## src/rtl/uart_reg_pkg.sv

```systemverilog
// uart_reg_pkg: shared types and frame constants for the UART register-bus controller
package uart_reg_pkg;
    typedef enum logic [1:0] {IDLE, BUS, RESP, WAIT} state_e;
    localparam logic [7:0] FRAME_HDR = 8'hAA;
    localparam logic [7:0] ST_OK     = 8'h77;
    localparam logic [7:0] ST_TMO    = 8'hEE;
    localparam logic [7:0] FRAME_T0  = 8'h00;
    localparam logic [7:0] FRAME_T1  = 8'hFF;
    localparam int         FRAME_LEN = 10;
    typedef struct packed {
        logic        we;
        logic [31:0] addr;
        logic [15:0] data;
    } cmd_t;
    function automatic logic [7:0] frame_byte(input logic [3:0] idx, input logic [7:0] status,
                                              input logic [31:0] addr, input logic [15:0] rdata);
        logic [79:0] f;
        f = {FRAME_HDR, status, addr, rdata, FRAME_T0, FRAME_T1};
        return f[8*(9-idx) +: 8];
    endfunction
endpackage

```

## src/rtl/uart_reg_bus_ctrl_fifo.sv

```systemverilog
// cmd_fifo: synchronous command FIFO; a push into a full FIFO is accepted only alongside a pop
module cmd_fifo #(
    parameter int DEPTH = 4,
    parameter int W     = 49
) (
    input  logic         clk,
    input  logic         reset_n,
    input  logic         push,
    input  logic         pop,
    input  logic [W-1:0] din,
    output logic [W-1:0] dout,
    output logic         full,
    output logic         empty
);
    localparam int AW = $clog2(DEPTH);
    logic [W-1:0] mem_q [DEPTH];
    logic [AW-1:0] wr_q, rd_q;
    logic [AW:0] cnt_q;
    logic push_ok, pop_ok;
    assign full    = cnt_q == (AW+1)'(DEPTH);
    assign empty   = cnt_q == '0;
    assign pop_ok  = pop && !empty;
    assign push_ok = push && (!full || pop_ok);
    assign dout    = mem_q[rd_q];
    always_ff @(posedge clk) begin
        if (push_ok) mem_q[wr_q] <= din;
    end
    always_ff @(posedge clk or negedge reset_n) begin
        if (!reset_n) begin
            wr_q  <= '0;
            rd_q  <= '0;
            cnt_q <= '0;
        end else begin
            if (push_ok) wr_q <= wr_q + 1'b1;
            if (pop_ok)  rd_q <= rd_q + 1'b1;
            cnt_q <= cnt_q + (AW+1)'(push_ok) - (AW+1)'(pop_ok);
        end
    end
endmodule

```

## src/rtl/uart_reg_bus_ctrl.sv

```systemverilog
// uart_reg_bus_ctrl: queues decoder commands, runs them on the register bus with timeout,
// and returns read results / timeouts as 10-byte frames through the UART transmitter
module uart_reg_bus_ctrl
    import uart_reg_pkg::*;
#(
    parameter int FIFO_DEPTH = 4,
    parameter int TIMEOUT    = 255
) (
    input  logic        clk,
    input  logic        reset_n,
    input  logic        cmd_wr_en,
    input  logic [31:0] cmd_wr_addr,
    input  logic [15:0] cmd_wr_data,
    input  logic        cmd_rd_en,
    input  logic [31:0] cmd_rd_addr,
    output logic        bus_req,
    output logic        bus_we,
    output logic [31:0] bus_addr,
    output logic [15:0] bus_wdata,
    input  logic        bus_ack,
    input  logic [15:0] bus_rdata,
    output logic        tx_start,
    output logic [7:0]  tx_data,
    input  logic        tx_busy,
    output logic        fifo_full,
    output logic [7:0]  err_cnt
);
    state_e state_q, state_d;
    cmd_t cmd_q, cmd_d, push_cmd, fifo_dout;
    logic [7:0] timer_q, timer_d, status_q, status_d, tx_data_q, tx_data_d, err_q, err_d;
    logic [15:0] rdata_q, rdata_d;
    logic [3:0] idx_q, idx_d;
    logic guard_q, guard_d, tx_start_q, tx_start_d;
    logic fifo_empty, pop, tmo;
    logic [1:0] drops;
    logic [9:0] err_sum;
    assign push_cmd = cmd_wr_en ? '{1'b1, cmd_wr_addr, cmd_wr_data} : '{1'b0, cmd_rd_addr, 16'h0};
    assign pop      = state_q == IDLE && !fifo_empty;
    cmd_fifo #(.DEPTH(FIFO_DEPTH), .W(49)) u_fifo (
        .clk(clk), .reset_n(reset_n), .push(cmd_wr_en | cmd_rd_en), .pop(pop),
        .din(push_cmd), .dout(fifo_dout), .full(fifo_full), .empty(fifo_empty)
    );
    // a simultaneous read is always dropped; a push into a full FIFO survives only with a pop
    assign drops   = {1'b0, cmd_wr_en & cmd_rd_en} + {1'b0, (cmd_wr_en | cmd_rd_en) & fifo_full & ~pop};
    assign tmo     = state_q == BUS && !bus_ack && timer_q == 8'(TIMEOUT - 1);
    assign err_sum = {2'b0, err_q} + {8'b0, drops} + {9'b0, tmo};
    assign err_d   = err_sum > 10'd255 ? 8'hFF : err_sum[7:0];
    always_comb begin
        state_d    = state_q;
        cmd_d      = cmd_q;
        timer_d    = timer_q;
        status_d   = status_q;
        rdata_d    = rdata_q;
        idx_d      = idx_q;
        guard_d    = 1'b0;
        tx_start_d = 1'b0;
        tx_data_d  = tx_data_q;
        case (state_q)
            IDLE: if (!fifo_empty) begin
                cmd_d   = fifo_dout;
                timer_d = '0;
                idx_d   = '0;
                state_d = BUS;
            end
            BUS: if (bus_ack) begin
                rdata_d  = bus_rdata;
                status_d = ST_OK;
                state_d  = cmd_q.we ? IDLE : RESP;
            end else if (tmo) begin
                rdata_d  = '0;
                status_d = ST_TMO;
                state_d  = RESP;
            end else begin
                timer_d = timer_q + 8'd1;
            end
            RESP: if (!tx_busy) begin
                tx_start_d = 1'b1;
                tx_data_d  = frame_byte(idx_q, status_q, cmd_q.addr, rdata_q);
                guard_d    = 1'b1;
                state_d    = WAIT;
            end
            WAIT: if (!guard_q && !tx_busy) begin
                idx_d   = idx_q + 4'd1;
                state_d = idx_q == 4'(FRAME_LEN - 1) ? IDLE : RESP;
            end
            default: state_d = IDLE;
        endcase
    end
    always_ff @(posedge clk or negedge reset_n) begin
        if (!reset_n) begin
            state_q    <= IDLE;
            cmd_q      <= '0;
            timer_q    <= '0;
            status_q   <= '0;
            rdata_q    <= '0;
            idx_q      <= '0;
            guard_q    <= 1'b0;
            tx_start_q <= 1'b0;
            tx_data_q  <= '0;
            err_q      <= '0;
        end else begin
            state_q    <= state_d;
            cmd_q      <= cmd_d;
            timer_q    <= timer_d;
            status_q   <= status_d;
            rdata_q    <= rdata_d;
            idx_q      <= idx_d;
            guard_q    <= guard_d;
            tx_start_q <= tx_start_d;
            tx_data_q  <= tx_data_d;
            err_q      <= err_d;
        end
    end
    assign bus_req   = state_q == BUS;
    assign bus_we    = cmd_q.we;
    assign bus_addr  = cmd_q.addr;
    assign bus_wdata = cmd_q.data;
    assign tx_start  = tx_start_q;
    assign tx_data   = tx_data_q;
    assign err_cnt   = err_q;
endmodule

```

## config.mk

```make
export PLATFORM = sky130hd
export DESIGN_NAME = uart_reg_bus_ctrl
export DESIGN_NICKNAME = d
export VERILOG_FILES = /design/src/rtl/uart_reg_pkg.sv /design/src/rtl/uart_reg_bus_ctrl_fifo.sv /design/src/rtl/uart_reg_bus_ctrl.sv
export SDC_FILE = /design/constraint.sdc
export NUM_CORES = 1
export LEC_CHECK = 0
export ABC_AREA = 1
export CORE_ASPECT_RATIO = 1.1
export CORE_MARGIN = 2
export CORE_UTILIZATION = 37
export DETAILED_ROUTE_END_ITERATION = 10
export PLACE_DENSITY_LB_ADDON = 0.25
export SETUP_SLACK_MARGIN = 0.3
export SLEW_MARGIN = 20
export SYNTH_ARGS = -nofsm -noshare
export SYNTH_HDL_FRONTEND = slang
export SYNTH_SLANG_ARGS = --single-unit
```

## constraint.sdc

```tcl
create_clock -name clk -period 5.2 [get_ports clk]
set_clock_uncertainty 0.2 [all_clocks]
set_input_delay 1.3 -clock clk [delete_from_list [all_inputs] [get_ports clk]]
set_output_delay 1.3 -clock clk [all_outputs]
set_load 0.05 [all_outputs]
```

==> impl_results.html <==
<table>
<tr><th>Metric</th><th>Value</th></tr>
<tr><th colspan="2">Synth</th></tr>
<tr><td>Yosys warning count</td><td>0</td></tr>
<tr><td>Fraction of the yosys area taken by sequential cells</td><td>around 66%</td></tr>
<tr><td>Instance count of the mapped netlist</td><td>approximately 1200</td></tr>
<tr><td>Area share of fa/ha/maj cells after synthesis</td><td>roughly 1.8%</td></tr>
<tr><td>Synthesized-area fraction occupied by and/or/nand/nor cells</td><td>between 15 and 20%</td></tr>
<tr><td>Seq cells post-synth</td><td>302</td></tr>
<tr><td>Distinct cell type count of the synthesized netlist</td><td>34</td></tr>
<tr><td>Multiplexer share of the synthesized area</td><td>approximately 2.8%</td></tr>
<tr><td>Syn Std Cell Area</td><td>between 10000 and 15000 um2</td></tr>
<tr><td>Post-synthesis average cell area</td><td>approximately 11 um2</td></tr>
<tr><td>Fraction of synthesized cell area in xor and xnor cells</td><td>0.539%</td></tr>
<tr><td>Nets in the synthesized netlist</td><td>approximately 1400</td></tr>
<tr><td>Dominant combinational cell family by area after synthesis</td><td>simple AND/OR/NAND/NOR gates</td></tr>
<tr><td>Synthesized-area fraction occupied by ao, oa, aoi and oai cells</td><td>between 7 and 8%</td></tr>
<tr><th colspan="2">Power and ir drop</th></tr>
<tr><td>Maximum vdd ir drop</td><td>between 0.0003 and 0.0004 V</td></tr>
<tr><td>Static leakage power</td><td>~6.4 nW</td></tr>
<tr><td>Sequential fraction of design power</td><td>a little under two fifths</td></tr>
<tr><td>Total power consumption of the routed design</td><td>between 10 and 15 mW</td></tr>
<tr><td>Cell area power density</td><td>about 660 nW/um2</td></tr>
<tr><td>Net Sw Frac</td><td>between 40% and 50%</td></tr>
<tr><td>Net switching power</td><td>4.39 mW</td></tr>
<tr><td>Comb power frac</td><td>between 40 and 50%</td></tr>
<tr><td>Power Internal</td><td>6.32 mW</td></tr>
<tr><td>Clock power frac</td><td>22.8%</td></tr>
<tr><th colspan="2">Clock network</th></tr>
<tr><td>Inserted Clock Buffers</td><td>34</td></tr>
<tr><td>CTS tree</td><td>yes</td></tr>
<tr><td>Number of buffers inserted by hold repair at cts</td><td>0</td></tr>
<tr><td>Later-pin clock latency in the skew report</td><td>0.51 ns</td></tr>
<tr><td>Setup Buffers After CTS</td><td>0</td></tr>
<tr><td>Buffer depth of the longest clock path</td><td>3</td></tr>
<tr><td>Post-CTS resize count</td><td>0</td></tr>
<tr><td>TritonCTS Sinks</td><td>302</td></tr>
<tr><td>Number of levels in the clock H-tree</td><td>2</td></tr>
<tr><td>Root buf cell</td><td>clkbuf_16</td></tr>
<tr><td>Clock transition at path regs</td><td>around 0.050 ns</td></tr>
<tr><th colspan="2">Route</th></tr>
<tr><td>Average wire per standard cell</td><td>between 15 and 20 um</td></tr>
<tr><td>Total routed wirelength</td><td>between 30000 and 40000 um</td></tr>
<tr><td>Starting DRC count in detailed routing</td><td>522</td></tr>
<tr><td>Drt pass-1 iters</td><td>5</td></tr>
<tr><td>Via Count</td><td>approximately 9100</td></tr>
<tr><td>DRC violation count after routing</td><td>0</td></tr>
<tr><td>Vias per cell</td><td>4.90</td></tr>
<tr><td>Remaining antenna violation count</td><td>0</td></tr>
<tr><th colspan="2">Critical path</th></tr>
<tr><td>Crit path DAT</td><td>~4.0 ns</td></tr>
<tr><td>WP data required</td><td>around 5.4 ns</td></tr>
<tr><td>Kind of end point of the critical path</td><td>flip-flop</td></tr>
<tr><td>Startpoint types</td><td>input port</td></tr>
<tr><td>Register-to-register setup slack</td><td>~1.7 ns</td></tr>
<tr><td>Critical-path maximum fanout</td><td>8</td></tr>
<tr><td>Critical path start-end classification</td><td>in2reg</td></tr>
<tr><th colspan="2">Die</th></tr>
<tr><td>Effective utilization at floorplan</td><td>around 37%</td></tr>
<tr><td>Full die area</td><td>36700 um2</td></tr>
<tr><td>Vert. Die Dim</td><td>between 200 and 250 um</td></tr>
<tr><td># rows</td><td>72</td></tr>
<tr><td>Count of pins on the block boundary</td><td>170</td></tr>
<tr><td>Core Region</td><td>between 30000 and 40000 um2</td></tr>
<tr><td>X dimension of the die</td><td>~180 um</td></tr>
<tr><th colspan="2">GRT</th></tr>
<tr><td>Number of antenna violations at the first check in global routing</td><td>0</td></tr>
<tr><td>Via count of the first global-routing pass</td><td>just over 9000</td></tr>
<tr><td>Global-route wire length before repair</td><td>between 50000 and 60000 um</td></tr>
<tr><td>Total global routing overflow</td><td>0</td></tr>
<tr><td>Combined global-route utilization of all metal layers</td><td>between 15 and 20%</td></tr>
<tr><td>Pin count of the biggest net entering global routing</td><td>101</td></tr>
<tr><th colspan="2">Timing</th></tr>
<tr><td>Final count of negative-setup-slack endpoints</td><td>0</td></tr>
<tr><td>RSZ-0062 raised after global routing</td><td>false</td></tr>
<tr><td>Worst slew slack as a fraction of its limit</td><td>a little under two fifths</td></tr>
<tr><td>Ratio of final minimum period to clock period</td><td>between 70% and 80%</td></tr>
<tr><td>Count of final max-slew check failures</td><td>0</td></tr>
<tr><td>Final TNS setup</td><td>0 ns</td></tr>
<tr><td>Minimum clock period</td><td>between 3 and 4 ns</td></tr>
<tr><td>Achievable frequency</td><td>approximately 270 MHz</td></tr>
<tr><td>Tightest Pin Transition</td><td>approximately 0.94 ns</td></tr>
<tr><td>Number of hold-slack violations in the final timing report</td><td>0</td></tr>
<tr><th colspan="2">Final layout</th></tr>
<tr><td>Number of diodes added for antenna fixing</td><td>0</td></tr>
<tr><td>Layout-stage area growth over the synthesis result</td><td>25.1%</td></tr>
<tr><td>Final std cells w/o fill</td><td>1857</td></tr>
<tr><td>Total Nets Final</td><td>about 1500</td></tr>
<tr><td>Layout cell share with drive strength beyond 1</td><td>8.70%</td></tr>
<tr><th colspan="2">Placed design</th></tr>
<tr><td>Placed cell count</td><td>between 1500 and 2000</td></tr>
<tr><td>HPWL Detailed</td><td>roughly 19000 um</td></tr>
<tr><td>Port buffer count</td><td>about 170</td></tr>
<tr><td>Final RePlAce weighted congestion</td><td>0.791</td></tr>
<tr><th colspan="2">Job</th></tr>
<tr><td>Number of max-capacitance violations reported</td><td>0</td></tr>
<tr><th colspan="2">Worst hold path</th></tr>
<tr><td>Hold crit path type</td><td>reg2reg</td></tr>
<tr><th colspan="2">Outcome</th></tr>
<tr><td>Run status</td><td>completed</td></tr>
</table>
-- critical path, cell delays in order --
cell and delay (ns):
clkdlybuf4s50_1 0.41, or2_2 0.33, nand3_1 0.11, fa_1 0.41, inv_1 0.06, ha_1 0.17, inv_1 0.06, fa_1 0.41
nor4_1 0.34, nand2_1 0.24, o21ai_0 0.14
-- cell usage after synthesis (all sizes together) --
| cell type | n | area share (%) |
|---|---|---|
| nor2 | 268 | 7.9 |
| a31oi | 48 | 2.3 |
| ha | 14 | 1.3 |
| clkbuf | 25 | 0.72 |
| nor4 | 1 | 0.048 |
| clkinv | 1 | 0.029 |
| fa | 3 | 0.46 |
| nor3 | 3 | 0.12 |
| dfrtp | 106 | 20 |
| edfxtp | 196 | 45 |
| nand4 | 6 | 0.29 |
| nand3 | 94 | 3.6 |
| inv | 71 | 2.0 |
| o21bai | 1 | 0.058 |
| or2 | 3 | 0.14 |
| o21ai | 110 | 4.2 |
| o22ai | 1 | 0.048 |
| xor2 | 6 | 0.40 |
| a21oi | 10 | 0.47 |
| nand2 | 189 | 5.5 |
| xnor2 | 2 | 0.13 |
| buf | 40 | 1.6 |
| mux2 | 32 | 2.8 |
| o21a | 1 | 0.058 |
-- layout by cell type (no fill, tap or decap), types with 3 or more instances in the layout --
cell type        netlist  routed
nand2_1              187     187
nand3_1               94      94
a31oi_1               48      48
inv_1                 66      65
bufinv_16              0       5
clkinv_1               1       6
nand4_1                6       6
buf_4                  4      15
ha_1                  14      14
inv_2                  5       4
mux2_2                32      32
xor2_1                 6       6
fa_1                   3       3
dfrtp_1              106     104
clkinv_2               0       9
nor2_4                 3       7
a21oi_1                9       9
clkbuf_1              25       5
nor2_1               264     260
clkdlybuf4s50_1        0     167
clkbuf_16              0      35
edfxtp_1             196     196
nor3_1                 3       3
o21ai_0              108     108
-- sequential cells by signal (all words and copies together), names as in the netlist --
name and count:
u_fifo.cnt_q 3, u_fifo.mem_q 196, timer_q 8, bus_wdata 16, u_fifo.wr_q 2, tx_data 8, rdata_q 16, bus_we 1
status_q 3, state_q 2, idx_q 4, u_fifo.rd_q 2, tx_start 1, bus_addr 32, err_cnt 8
-- worst paths after layout --
| check | start | to | depth (start not counted) |
|---|---|---|---|
| worst max-delay path | cmd_rd_en | err_cnt[6]$_DFF_PN0_ | 11 |
| worst min-delay path | tx_data[7]$_DFFE_PN0P_ | tx_data[7]$_DFFE_PN0P_ | 2 |
| worst max register to register | state_q[0]$_DFFE_PN0P_ | err_cnt[6]$_DFF_PN0_ | 13 |
| worst min register to register | tx_data[7]$_DFFE_PN0P_ | tx_data[7]$_DFFE_PN0P_ | 2 |
| max in group asynchronous | reset_n | bus_addr[30]$_DFFE_PN0P_ | 2 |
| min in group asynchronous | reset_n | err_cnt[3]$_DFF_PN0_ | 1 |
-- cell type report --
class	instances	area, um2
tap	444	556
multi-input combinational	792	3920
sequential	302	8540
timing repair buffer	185	1810
fill	3169	18600
clock inverter	20	245
clock buffer	42	922
inverter	72	273
-- cell families (layout without fill, tap and decap cells) --
logic type | count (synthesis) | after routing
AOI/OAI and AO/OA | 171 | 171
xor gates and xnor gates | 8 | 8
adders and majority gates | 17 | 17
buffers and inverters | 137 | 319
DFF | 302 | 302
muxes | 32 | 32
and+or+nand+nor | 564 | 564
-- power groups by stage --
| stage | Clock, mW | Combinational (mW) | Sequential, mW |
|---|---|---|---|
| 2_1_floorplan | 0 | 2.22 | 4.67 |
| 3_3_place_gp | 0 | 4.29 | 4.00 |
| 3_5_place_dp | 0 | 4.36 | 4.01 |
| 4_1_cts | 2.50 | 4.37 | 3.97 |
| 5_1_grt | 2.61 | 4.80 | 4.05 |
| 6_report | 2.45 | 4.31 | 3.96 |
-- layer usage --
layer	GRT usage [%]	share of wire, %	up-vias
met5	0	0	-
met4	5.44	2.5	0
met3	2.67	5.1	50
met2	30.3	49	236
met1	22.3	43	4332
li1	-	-	4486
-- metrics by stage --
step                      setup slack [ns]  instance area [um2]  hold WS [ns]  utilization (%)
after detailed placement             0.890                15100         0.270             43.3
after global placement               0.955                15100         0.271             43.3
after floorplan                      0.947                13000         0.243                -
final                                 1.44                16300         0.280             46.7
after CTS                             1.41                16300         0.288             46.7
after global routing                  1.18                16300         0.314             46.7
No activity file was read; power rests on OpenSTA's default activity.
